--- src/rtl/opmux_stage.sv ---
// opmux_stage: selects ALU operands A/B from NSRC packed sources into a registered
// valid/ready stage. Define OPMUX_SKID_EN to add a skid entry that cuts the out_ready -> in_ready path.
module opmux_stage #(
    parameter int XLEN  = 32,
    parameter int NSRC  = 4,
    parameter int SELW  = 2,
    parameter int CNT_W = 8
) (
    input  logic                 clk,
    input  logic                 rst_n,
    input  logic [NSRC*XLEN-1:0] src_data,
    input  logic [SELW-1:0]      sel_a,
    input  logic [SELW-1:0]      sel_b,
    input  logic                 in_valid,
    output logic                 in_ready,
    input  logic                 flush,
    output logic [XLEN-1:0]      op_a,
    output logic [XLEN-1:0]      op_b,
    output logic                 sel_err,
    output logic                 out_valid,
    input  logic                 out_ready,
    output logic [CNT_W-1:0]     xfer_cnt
);
    localparam logic [SELW:0] NSRC_LIM = (SELW+1)'(NSRC);

    typedef struct packed {
        logic [XLEN-1:0] a;
        logic [XLEN-1:0] b;
        logic            err;
    } entry_t;

    localparam entry_t ENTRY_ZERO = {$bits(entry_t){1'b0}};

    function automatic logic sel_in_range(input logic [SELW-1:0] sel);
        return ({1'b0, sel} < NSRC_LIM);
    endfunction

    // Out-of-range selects match no source and fall through to zero.
    function automatic logic [XLEN-1:0] pick_src(input logic [NSRC*XLEN-1:0] src,
                                                 input logic [SELW-1:0]      sel);
        logic [XLEN-1:0] val;
        val = {XLEN{1'b0}};
        for (int k = 0; k < NSRC; k++) begin
            val = (sel == SELW'(k)) ? src[k*XLEN +: XLEN] : val;
        end
        return val;
    endfunction

    entry_t           cap_s;
    entry_t           main_r;
    logic             main_valid_r;
    logic [CNT_W-1:0] cnt_r;
    logic             accept_s;
    logic             xfer_s;

    // Candidate entry built from the current selects and sources.
    always_comb begin
        cap_s     = ENTRY_ZERO;
        cap_s.a   = pick_src(src_data, sel_a);
        cap_s.b   = pick_src(src_data, sel_b);
        cap_s.err = !sel_in_range(sel_a) || !sel_in_range(sel_b);
    end

    assign accept_s = in_valid && in_ready && !flush;
    assign xfer_s   = main_valid_r && out_ready && !flush;

`ifdef OPMUX_SKID_EN
    entry_t skid_r;
    logic   skid_valid_r;
    logic   main_free_s;

    assign in_ready    = !skid_valid_r;
    assign main_free_s = !main_valid_r || xfer_s;

    // Main/skid pair: skid refills main on transfer, catches an accept while main is held.
    always_ff @(posedge clk or negedge rst_n) begin
        if (!rst_n) begin
            main_r       <= ENTRY_ZERO;
            main_valid_r <= 1'b0;
            skid_r       <= ENTRY_ZERO;
            skid_valid_r <= 1'b0;
        end else if (flush) begin
            main_valid_r <= 1'b0;
            skid_valid_r <= 1'b0;
        end else if (main_free_s) begin
            if (skid_valid_r) begin
                main_r       <= skid_r;
                main_valid_r <= 1'b1;
                skid_valid_r <= 1'b0;
            end else if (accept_s) begin
                main_r       <= cap_s;
                main_valid_r <= 1'b1;
            end else begin
                main_valid_r <= 1'b0;
            end
        end else if (accept_s) begin
            skid_r       <= cap_s;
            skid_valid_r <= 1'b1;
        end else begin
            skid_valid_r <= skid_valid_r;
        end
    end
`else
    assign in_ready = !main_valid_r || out_ready;

    // Single output register: load on accept, drain on transfer, clear on flush.
    always_ff @(posedge clk or negedge rst_n) begin
        if (!rst_n) begin
            main_r       <= ENTRY_ZERO;
            main_valid_r <= 1'b0;
        end else if (flush) begin
            main_valid_r <= 1'b0;
        end else if (accept_s) begin
            main_r       <= cap_s;
            main_valid_r <= 1'b1;
        end else if (xfer_s) begin
            main_valid_r <= 1'b0;
        end else begin
            main_valid_r <= main_valid_r;
        end
    end
`endif

    // Transfer counter; a flush-cancelled transfer is not counted.
    always_ff @(posedge clk or negedge rst_n) begin
        if (!rst_n) begin
            cnt_r <= {CNT_W{1'b0}};
        end else if (xfer_s) begin
            cnt_r <= cnt_r + CNT_W'(1);
        end else begin
            cnt_r <= cnt_r;
        end
    end

    assign op_a      = main_r.a;
    assign op_b      = main_r.b;
    assign sel_err   = main_r.err;
    assign out_valid = main_valid_r;
    assign xfer_cnt  = cnt_r;

endmodule

--- config.mk ---
export PLATFORM = sky130hd
export DESIGN_NAME = opmux_stage
export DESIGN_NICKNAME = d
export VERILOG_FILES = /design/src/rtl/opmux_stage.sv
export SDC_FILE = /design/constraint.sdc
export NUM_CORES = 1
export LEC_CHECK = 0
export CORE_MARGIN = 5
export CORE_UTILIZATION = 42
export CTS_CLUSTER_SIZE = 14
export DETAILED_ROUTE_END_ITERATION = 8
export PLACE_DENSITY_LB_ADDON = 0.08
export SYNTH_ARGS = -nofsm -noshare
export SYNTH_HDL_FRONTEND = slang
export SYNTH_SLANG_ARGS = --single-unit
--- constraint.sdc ---
create_clock -name clk -period 2 [get_ports clk]
set_input_delay 0.2 -clock clk [delete_from_list [all_inputs] [get_ports clk]]
set_output_delay 0.2 -clock clk [all_outputs]
set_load 0.005 [all_outputs]
=== Word level (Yosys, flattened, before mapping) ===
Index checks and enable logic that the tools add are counted.

* Add/sub/neg operators: 1
* Eq/ne operators: 6
* Mux-type cells: 11
* Bitwise logic cells: 1
* Reduce and logical (&&, ||, !) cells: 11

{| class="wikitable"
|+ Operators with widths
! kind !! number
|-
| 2-to-1 mux 32 bit || 8
|-
| adder 8 x 1 -> 8 bit (second input constant) || 1
|-
| == test 2 bit (second input constant) || 4
|-
| == test 2 x 1 -> 1 bit (second input constant) || 2
|-
| logical AND 1 bit || 4
|-
| zero test 2 bit || 2
|-
| 2-to-1 mux 1 bit || 3
|-
| nonzero test 3 bit || 1
|-
| zero test 1 bit || 2
|-
| AND reduction 2 bit || 1
|-
| logical OR 1 bit || 1
|-
| inverter 1 bit || 1
|}

* Register bits after elaboration: 73
* Input port bits: 137

=== Logic depth before layout (Yosys ltp) ===
Gate-level depths: netlist of the first run.

* Word-level depth: 6
* Gate-level depth with buffers: 5
* Gate-level depth less buffers: 4

=== Worst setup path after synthesis of the first run ===
No wires, ideal clock.

* Kind: reg2reg
* Start point: register main_valid_r, in the netlist out_valid
* End point: register main_r (netlist bit op_a[0])
* Data arrival time: 1.419 ns
* Path slack: 0.456 ns
* Stages on the path, launching flop included: 6
* Path buffers: 2
* Period minus slack after synthesis: 1.544 ns
* Cell sequence: dfrtp_1 nor2b_2 nor3b_2 buf_4 buf_6 mux2_2

* Longest elaborated chain between the ends: 5

{| class="wikitable"
|+ RTL lines
! what !! line !! text
|-
| start, declared || 51 || <nowiki>logic main_valid_r;</nowiki>
|-
| start signal, assigned || 119 || <nowiki>main_valid_r <= main_valid_r;</nowiki>
|-
| zero test 1 bit || 104 || <nowiki>assign in_ready = !main_valid_r || out_ready;</nowiki>
|-
| logical OR 1 bit || 104 ||
|-
| logical AND 1 bit (2 in a row) || 64 || <nowiki>assign accept_s = in_valid && in_ready && !flush;</nowiki>
|-
| AND reduction 2 bit (no line) || - ||
|-
| end signal, assigned || 114 || <nowiki>main_r <= cap_s;</nowiki>
|-
| end, declared || 50 || <nowiki>entry_t main_r;</nowiki>
|}

No other way between the ends.
A chain may end at the register's enable or synchronous reset.

=== Worst setup path in the final report of the first run ===
* Start point: register main_valid_r, in the netlist out_valid
* End point: output in_ready

* Longest elaborated chain between the ends: 2

{| class="wikitable"
|+ RTL lines
! what !! line !! text
|-
| zero test 1 bit || 104 ||
|-
| logical OR 1 bit || 104 ||
|-
| end, declared || 15 || <nowiki>output logic in_ready,</nowiki>
|}

No other way between the ends.

==> summary.md, run 1 <==
| Metric | Value |
|---|---|
| Layout Nets | 602 |
| DP HPWL | 9300 microns |
| Leak | 2.89 nW |
| Worst path slowest cell | clkdlybuf4s50_1 |
| Worst reg2reg path endpoint | op_b[27] |
| Pwr Density | 741 nW/um^2 |
| Arr. time, crit path | 1540 ps |
| Max cap viols | 0 |
| Clock-pin slew on the worst setup and hold paths | 70 ps |
| Area share of the largest cell type after synthesis | 0.392 |
| Via count | 3,218 |
| # DRC | 0 |
| Final Max Slew Viols | 0 |
| Antenna violations before repair | 0 |
| Worst min path class | input port to asynchronous set/reset pin |
| Most frequent cells in the layout | 206 x clkdlybuf4s50_1, 73 x dfrtp_1, 60 x mux4_2, 60 x mux2_4 |
| Clock Path Buffers | 2 |
| Post-DRT Antenna Nets | 0 |
| Total GRT Usage | 0.187 |
| Drt wl/cell | 19.9 microns |
| Die height | 115 microns |
| Bufs and invs on worst path | 2 |
| CP cell instances | nor2b_2, inv_1, clkdlybuf4s50_1 |
| YS warnings | 0 |
| CORE AREA | 10,900 sq um |
| Max Fclk | 576 MHz |
| CP delay by family, top | buffers and inverters |
| Placed insts | 592 |
| WL final | 12,100 microns |
| Mapped Avg Cell Area | 18.6 sq um |
| P&R area growth vs syn | 53.4% |
| # IOs | 212 |
| Initial Util | 0.429 |
| Top cells by area, synth | dfrtp_1 39%, mux4_2 29%, mux2_4 19% |
| Outcome | complete, no violations |
| Largest stage delay on the critical path | 450 ps |
| Worst Path Required | 1800 ps |
| Commonest non-fill, non-tap cell in the layout | clkdlybuf4s50_1 |
| First-pass GRT wire length | 18,900 microns |
| DR vias/cell | 5.28 |
| Setup Fix Bufs, Post-CTS | 0 |
| Reg2Reg Launch Point | out_valid |
| EDFF count, synth | 0 |
| Fin. Hold Viols | 0 |
| CP Class | flip-flop to output port |
| # fillers | 841 |
| Register area share after synthesis | 0.392 |
| Cells after Synth | 251 |
| Num CTS Buffers | 9 |
| Worst-Skew Late Latency | 340 ps |
| Register Area | 1830 sq um |
| Multi-input gate area | 2590 sq um |
| Largest net degree at the start of global routing | 39 |
| Share of layout cells above drive strength 1 | 0.341 |
| Final clock skew | 5.99 ps |
| Number of global-route vias before repair | 3,732 |
| R2r setup slk | 350 ps |
| # diodes | 0 |
| CP Max Fanout | 5 |
| CTS tree | done |
| Die width | 115 microns |
| GP Congestion | 0.730 |
| Post-synth top flop | dfrtp_1 |
| Port Buffers | 210 |
| Grt ovf | 0 |
| Root Driver | clkbuf_8 |
| Syn Nets | 389 |
| Synth Register Bits | 73 |
| Total die area | 13,300 sq um |
| Tcrit/Tclk final | 0.869 |
| Final setup viols | 0 |
| Post-synthesis cell area | 4670 sq um |
| Post-Layout Cell Count | 609 |
| DRT iter0 DRCs | 123 |
| Async SR Flop Fraction | 1.00 |
| FF-to-FF path depth | 5 |
| Max IR drop VDD | 392 uV |
| Worst setup EP type | output port |
| Yosys top cell by area | dfrtp_1 |
| Setup_tns | 0 ps |
| Fin crit period | 1740 ps |
| FP Rows | 38 |
| Final total power | 5.31 mW |
| Unrepaired setup endpoints after global routing | no |
| TritonRoute pass-1 iters | 4 |
| Number of library cell types mapped by synthesis | 23 |
| H-Tree Depth | 3 |
| Worst setup SP type | flip-flop |
| Clock sinks | 73 |
==> where the power goes <==
group,switching (mW),internal (mW)
clock network,0.547,0.766
registers,0.217,1.80
logic,0.550,1.43
==> stage by stage <==
| step | hold WS, ps | setup WS (ps) | util | area, sq um |
|---|---|---|---|---|
| CTS | 356 | 232 | 0.657 | 7160 |
| global placement | 185 | 129 | 0.635 | 6920 |
| global route | 377 | 148 | 0.657 | 7160 |
| detailed placement | 195 | 122 | 0.635 | 6920 |
| floorplan | -95.6 | 456 | - | 4670 |
| finish | 346 | 263 | 0.657 | 7160 |
==> area by class of cell <==
cell class | instances | area share
timing repair buffer | 224 | 0.325
clock inverter | 5 | 0.0108
inverter | 1 | 0.000524
sequential | 73 | 0.255
multi-input combinational | 155 | 0.362
tap | 140 | 0.0245
clock buffer | 11 | 0.0212
==> per-layer routing <==
metal,part of all wire,GRT usage,vias to the layer above
met1,0.38,0.226,1630
met2,0.52,0.315,129
met4,0.023,0.0751,0
li1,-,-,1440
met5,0,0,-
met3,0.074,0.0521,19
==> cells in the mapped netlist (all sizes together) (2+ instances only) <==
cell / number
nor3: 2
mux4: 64
dfrtp: 73
nand4b: 2
mux2: 65
nand2: 4
xnor2: 2
buf: 17
clkbuf: 5
xor2: 5
nor2: 5
==> sequential cells by signal, indices dropped and copies added, names as in the netlist <==
signal / cells
op_a: 32
op_b: 32
xfer_cnt: 8
out_valid: 1
==> logic make-up (layout without fill, tap and decap cells) <==
family	after synthesis	count (layout)	share of synthesized area
mux	129	129	0.517
fa+ha+maj	1	1	0.00268
simple gates	17	17	0.0207
other cells	1	1	0.000804
flops	73	73	0.392
xor+xnor	7	7	0.0131
buf+inv	23	241	0.0539
==> worst reg2reg max path: stages (launching register included) <==
cell	delay (ps)
dfrtp_1	420
nor2b_2	200
nor3b_4	230
buf_12	190
buf_12	160
mux2_2	340
==> what timing repair did <==
action	CTS	global route
resized for setup	0	0
hold buffers	1	0
endpoints found under the hold margin	35	0
==> worst max path at each step <==
stage,slack (ps),endpoint,cells after the start,from
finish,260,in_ready,3,out_valid
global route,150,in_ready,3,out_valid
floorplan,460,op_a[0],5,out_valid
CTS,230,in_ready,3,out_valid
detailed placement,120,op_b[27],6,out_ready
global placement,130,op_b[27],6,out_ready
Note: power is estimated with default switching activity, not from simulation.
==> run 2: changes to the inputs <==
--- a/config.mk
+++ b/config.mk
@@ -7,9 +7,10 @@
 export LEC_CHECK = 0
 export CORE_MARGIN = 5
 export CORE_UTILIZATION = 42
-export CTS_CLUSTER_SIZE = 14
+export CTS_CLUSTER_SIZE = 12
 export DETAILED_ROUTE_END_ITERATION = 8
 export PLACE_DENSITY_LB_ADDON = 0.08
+export SETUP_SLACK_MARGIN = 0.15
 export SYNTH_ARGS = -nofsm -noshare
 export SYNTH_HDL_FRONTEND = slang
 export SYNTH_SLANG_ARGS = --single-unit
==> summary.md, run 2 (same netlist as run 1, synthesis figures left out) <==
| Metric | Value |
|---|---|
| Outcome | complete, no violations |
| # diodes | 0 |
| Drt wl/cell | 19.9 microns |
| CP cell instances | nor2b_4, inv_1, clkdlybuf4s50_1 |
| Clock sinks | 73 |
| Register Area | 1830 sq um |
| DR vias/cell | 5.29 |
| CP delay by family, top | buffers and inverters |
| Placed instance area | 6920 sq um |
| H-Tree Depth | 3 |
| # DRC | 0 |
| Fin crit period | 1690 ps |
| Number of global-route vias before repair | 3,732 |
| Commonest non-fill, non-tap cell in the layout | clkdlybuf4s50_1 |
| # fillers | 840 |
| Initial Util | 0.429 |
| Leak | 2.89 nW |
| Bufs and invs on worst path | 2 |
| Total die area | 13,300 sq um |
| Antenna violations before repair | 0 |
| Layout Nets | 602 |
| Largest stage delay on the critical path | 500 ps |
| Fin. Hold Viols | 0 |
| Post-DRT Antenna Nets | 0 |
| Clock Path Buffers | 2 |
| CP Max Fanout | 5 |
| CP Class | flip-flop to output port |
| FP Rows | 38 |
| CORE AREA | 10,900 sq um |
| Via count | 3,219 |
| Worst setup SP type | flip-flop |
| Pwr Density | 741 nW/um^2 |
| Grt ovf | 0 |
| Largest net degree at the start of global routing | 39 |
| Die height | 115 microns |
| Final setup viols | 0 |
| Max IR drop VDD | 392 uV |
| Final Max Slew Viols | 0 |
| Most frequent cells in the layout | 206 x clkdlybuf4s50_1, 73 x dfrtp_1, 60 x mux4_2, 60 x mux2_4 |
| Final clock skew | 5.69 ps |
| Share of layout cells above drive strength 1 | 0.341 |
| Port Buffers | 210 |
| Worst path slowest cell | clkdlybuf4s50_1 |
| Clock-pin slew on the worst setup and hold paths | 70 ps |
| Worst setup EP type | output port |
| Unrepaired setup endpoints after global routing | no |
| Finished Cell Area | 7160 sq um |
| CTS tree | done |
| WL final | 12,100 microns |
| Worst Path Required | 1800 ps |
| Max Fclk | 593 MHz |
| TritonRoute pass-1 iters | 4 |
| Num CTS Buffers | 9 |
| Root Driver | clkbuf_8 |
| GP Congestion | 0.730 |
| Setup_tns | 0 ps |
| DP HPWL | 9300 microns |
| DRT iter0 DRCs | 123 |
| # IOs | 212 |
| Tcrit/Tclk final | 0.844 |
| Die width | 115 microns |
| Arr. time, crit path | 1490 ps |
| Max cap viols | 0 |
| Total GRT Usage | 0.187 |
| Worst min path class | input port to asynchronous set/reset pin |
| Worst-Skew Late Latency | 340 ps |
| First-pass GRT wire length | 18,900 microns |
| P&R area growth vs syn | 53.5% |
| Multi-input gate area | 2600 sq um |
## run 2: cell counts in the layout (fill, tap and decap cells not counted)
No cell type changed its count.
## run 2: worst paths after layout
kind	from	endpoint	slack [ps]	cells after the start
max	out_valid	in_ready	310	3
min	rst_n	xfer_cnt[7]	350	2
max reg2reg	out_valid	op_b[27]	390	5
min reg2reg	xfer_cnt[7]	xfer_cnt[7]	480	1
max in group asynchronous	rst_n	op_a[30]	1080	3
min in group clk	xfer_cnt[7]	xfer_cnt[7]	480	1
## run 2: cell type report
cell class                 instances  share of cell area
sequential                        73               0.255
clock buffer                      11              0.0211
tap                              140              0.0245
clock inverter                     5              0.0108
multi-input combinational        155               0.363
timing repair buffer             224               0.325
inverter                           1            0.000524
## run 2: where the power goes
group / switching (mW) / internal (mW) / total, mW
sequential: 0.217 / 1.80 / 2.02
combinational: 0.551 / 1.43 / 1.98
clock: 0.547 / 0.766 / 1.31
total: 1.31 / 3.99 / 5.31
## run 2: metrics by stage
stage | worst slack [ps] | power (mW) | utilization | cells | hold WS, ps
after floorplan | 456 | 2.87 | - | 251 | -95.6
after global placement | 129 | 4.01 | 0.635 | 592 | 185
after detailed placement | 122 | 4.05 | 0.635 | 592 | 195
after CTS | 232 | 5.39 | 0.657 | 609 | 356
after global routing | 227 | 5.58 | 0.658 | 609 | 377
final | 313 | 5.31 | 0.658 | 609 | 346
## run 2: per-layer routing
metal	global-route usage	vias to the layer above	routed length, microns
met5	0	-	0
met4	0.0751	0	281
met3	0.0521	19	898
met2	0.315	129	6270
met1	0.226	1631	4650
li1	-	1440	-
## run 2: timing repair
item,CTS,global route
gates resized for setup,0,1
endpoints found under the setup margin,0,1
hold buffers,1,0
setup buffers,0,0
hold endpoints to repair,35,0
==> run 3: changes to the inputs <==
--- a/config.mk
+++ b/config.mk
@@ -6,7 +6,7 @@
 export NUM_CORES = 1
 export LEC_CHECK = 0
 export CORE_MARGIN = 5
-export CORE_UTILIZATION = 42
+export CORE_UTILIZATION = 38
 export CTS_CLUSTER_SIZE = 12
 export DETAILED_ROUTE_END_ITERATION = 8
 export PLACE_DENSITY_LB_ADDON = 0.08
==> constraint.sdc (replaced) <==
create_clock -name clk -period 1.5 [get_ports clk]
set_input_delay 0.15 -clock clk [delete_from_list [all_inputs] [get_ports clk]]
set_output_delay 0.15 -clock clk [all_outputs]
set_load 0.005 [all_outputs]
==> summary.md, run 3 (same netlist as run 1, synthesis figures left out) <==
| Metric | Value |
|---|---|
| CP Max Fanout | 5 |
| TritonRoute pass-1 iters | 4 |
| Final WS setup | -76.5 ps |
| Met2 Usage GRT | 0.316 |
| Total GRT Usage | 0.185 |
| P&R area growth vs syn | 63.1% |
| Drt wl/cell | 20.5 microns |
| CP delay by family, top | buffers and inverters |
| Reg2Reg Launch Point | out_valid |
| First-pass GRT wire length | 20,600 microns |
| Met3 usage | 0.0482 |
| Max Fclk | 634 MHz |
| Post-DRT Antenna Nets | 0 |
| Fin crit period | 1580 ps |
| Die width | 121 microns |
| # diodes | 0 |
| Clock sinks | 73 |
| CP cell instances | nor2b_4, nor3b_4, buf_6, buf_12, clkbuf_16, mux2_4 |
| Grt ovf | 0 |
| Max cap viols | 0 |
| Number of global-route vias before repair | 3,833 |
| Fin. Hold Viols | 0 |
| Die height | 121 microns |
| Share of layout cells above drive strength 1 | 0.386 |
| Pwr Density | 977 nW/um^2 |
| # DRC | 0 |
| Bufs and invs on worst path | 3 |
| Largest stage delay on the critical path | 380 ps |
| WL final | 13,300 microns |
| Num CTS Buffers | 9 |
| Clock Path Buffers | 2 |
| Total die area | 14,600 sq um |
| Port Buffers | 210 |
| Leak | 3.40 nW |
| Most frequent cells in the layout | 135 x clkdlybuf4s50_1, 72 x dfrtp_1, 64 x mux2_4, 60 x mux4_2, 59 x dlygate4sd2_1 |
| # fillers | 945 |
| Worst setup EP type | flip-flop |
| Worst Path Required | 1710 ps |
| Finished Core Util | 0.634 |
| Post-Layout Cell Count | 652 |
| Unrepaired setup endpoints after global routing | yes |
| Worst path slowest cell | dfrtp_1 |
| Failing checks | negative setup slack |
| # IOs | 212 |
| Commonest non-fill, non-tap cell in the layout | clkdlybuf4s50_1 |
| CTS tree | done |
| CP Class | flip-flop to flip-flop |
| Antenna violations before repair | 0 |
| Worst min path class | input port to flip-flop |
| Max IR drop VDD | 512 uV |
| Tcrit/Tclk final | 1.05 |
| GP Congestion | 0.781 |
| Hold path start | sel_a[1] |
| Initial Util | 0.388 |
| Outcome | complete, but fails checks |
| Origin of the worst setup path | out_valid |
| Via count | 3,379 |
| DP HPWL | 9670 microns |
| Final total power | 7.43 mW |
| Worst setup SP type | flip-flop |
| Busiest grt layer | met2 |
| CORE AREA | 12,000 sq um |
| Largest net degree at the start of global routing | 74 |
| H-Tree Depth | 3 |
| Final clock skew | 4.83 ps |
| FP Rows | 40 |
| Met1 usage | 0.222 |
| DR vias/cell | 5.18 |
| Worst-Skew Late Latency | 330 ps |
| Arr. time, crit path | 1790 ps |
| Placed insts | 608 |
| Layout Nets | 638 |
| DRT iter0 DRCs | 116 |
| Final setup viols | 62 |
| Final Max Slew Viols | 0 |
| Clock-pin slew on the worst setup and hold paths | 60 ps |
| Root Driver | clkbuf_16 |
[run 3: through the flow]
| step | TNS (ps) | cell area (sq um) | hold WS (ps) | setup slack (ps) |
|---|---|---|---|---|
| floorplan | 0 | 4690 | -146 | 5.25 |
| finish | -2840 | 7610 | 319 | -76.5 |
| detailed placement | -18580 | 7020 | 202 | -330 |
| CTS | -2720 | 7470 | 307 | -80.5 |
| global placement | -18850 | 7020 | 199 | -333 |
| global route | -7270 | 7610 | 326 | -142 |
[run 3: layer usage]
layer  vias up  part of all wire
met4         0             0.020
met3        18             0.066
met5         -                 0
li1       1518                 -
met2       138              0.51
met1      1705              0.40
[run 3: worst register-to-register path, cell delays in order, from the launching register on]
cell and delay, ps:
dfrtp_1 380, nor2b_4 140, nor3b_4 240, buf_6 150, buf_12 110, clkbuf_16 140
mux2_4 290
[run 3: final timing paths]
check	cells past startpoint	slack, ps	endpoint
setup / recovery	6	-80	op_b[8]
hold / removal	3	320	op_a[31]
setup reg to reg	6	-80	op_b[8]
hold reg to reg	1	500	op_b[4]
max in group asynchronous	3	800	op_a[1]
min in group asynchronous	3	360	xfer_cnt[3]
[run 3: where the power goes]
part	switching [mW]	internal [mW]	leakage (nW)
logic	0.828	1.83	2.38
registers	0.246	2.41	0.870
clock network	0.794	1.33	0.144
[run 3: cell type report]
type | count | area [sq um] | area share
Multi-Input combinational cell | 155 | 2610 | 0.343
Timing Repair Buffer | 260 | 2690 | 0.354
Clock buffer | 13 | 250 | 0.0329
Inverter | 1 | 3.75 | 0.000493
Sequential cell | 73 | 1830 | 0.240
Tap cell | 147 | 184 | 0.0242
Clock inverter | 3 | 40.0 | 0.00526
[run 3: timing repair]
item,4_1_cts,5_1_grt
endpoints found under the setup margin,126,80
resized for setup,72,11
pin swaps,1,1
setup buffers,14,9
gates cloned,2,2
hold buffers,1,0
hold endpoints to repair,73,0
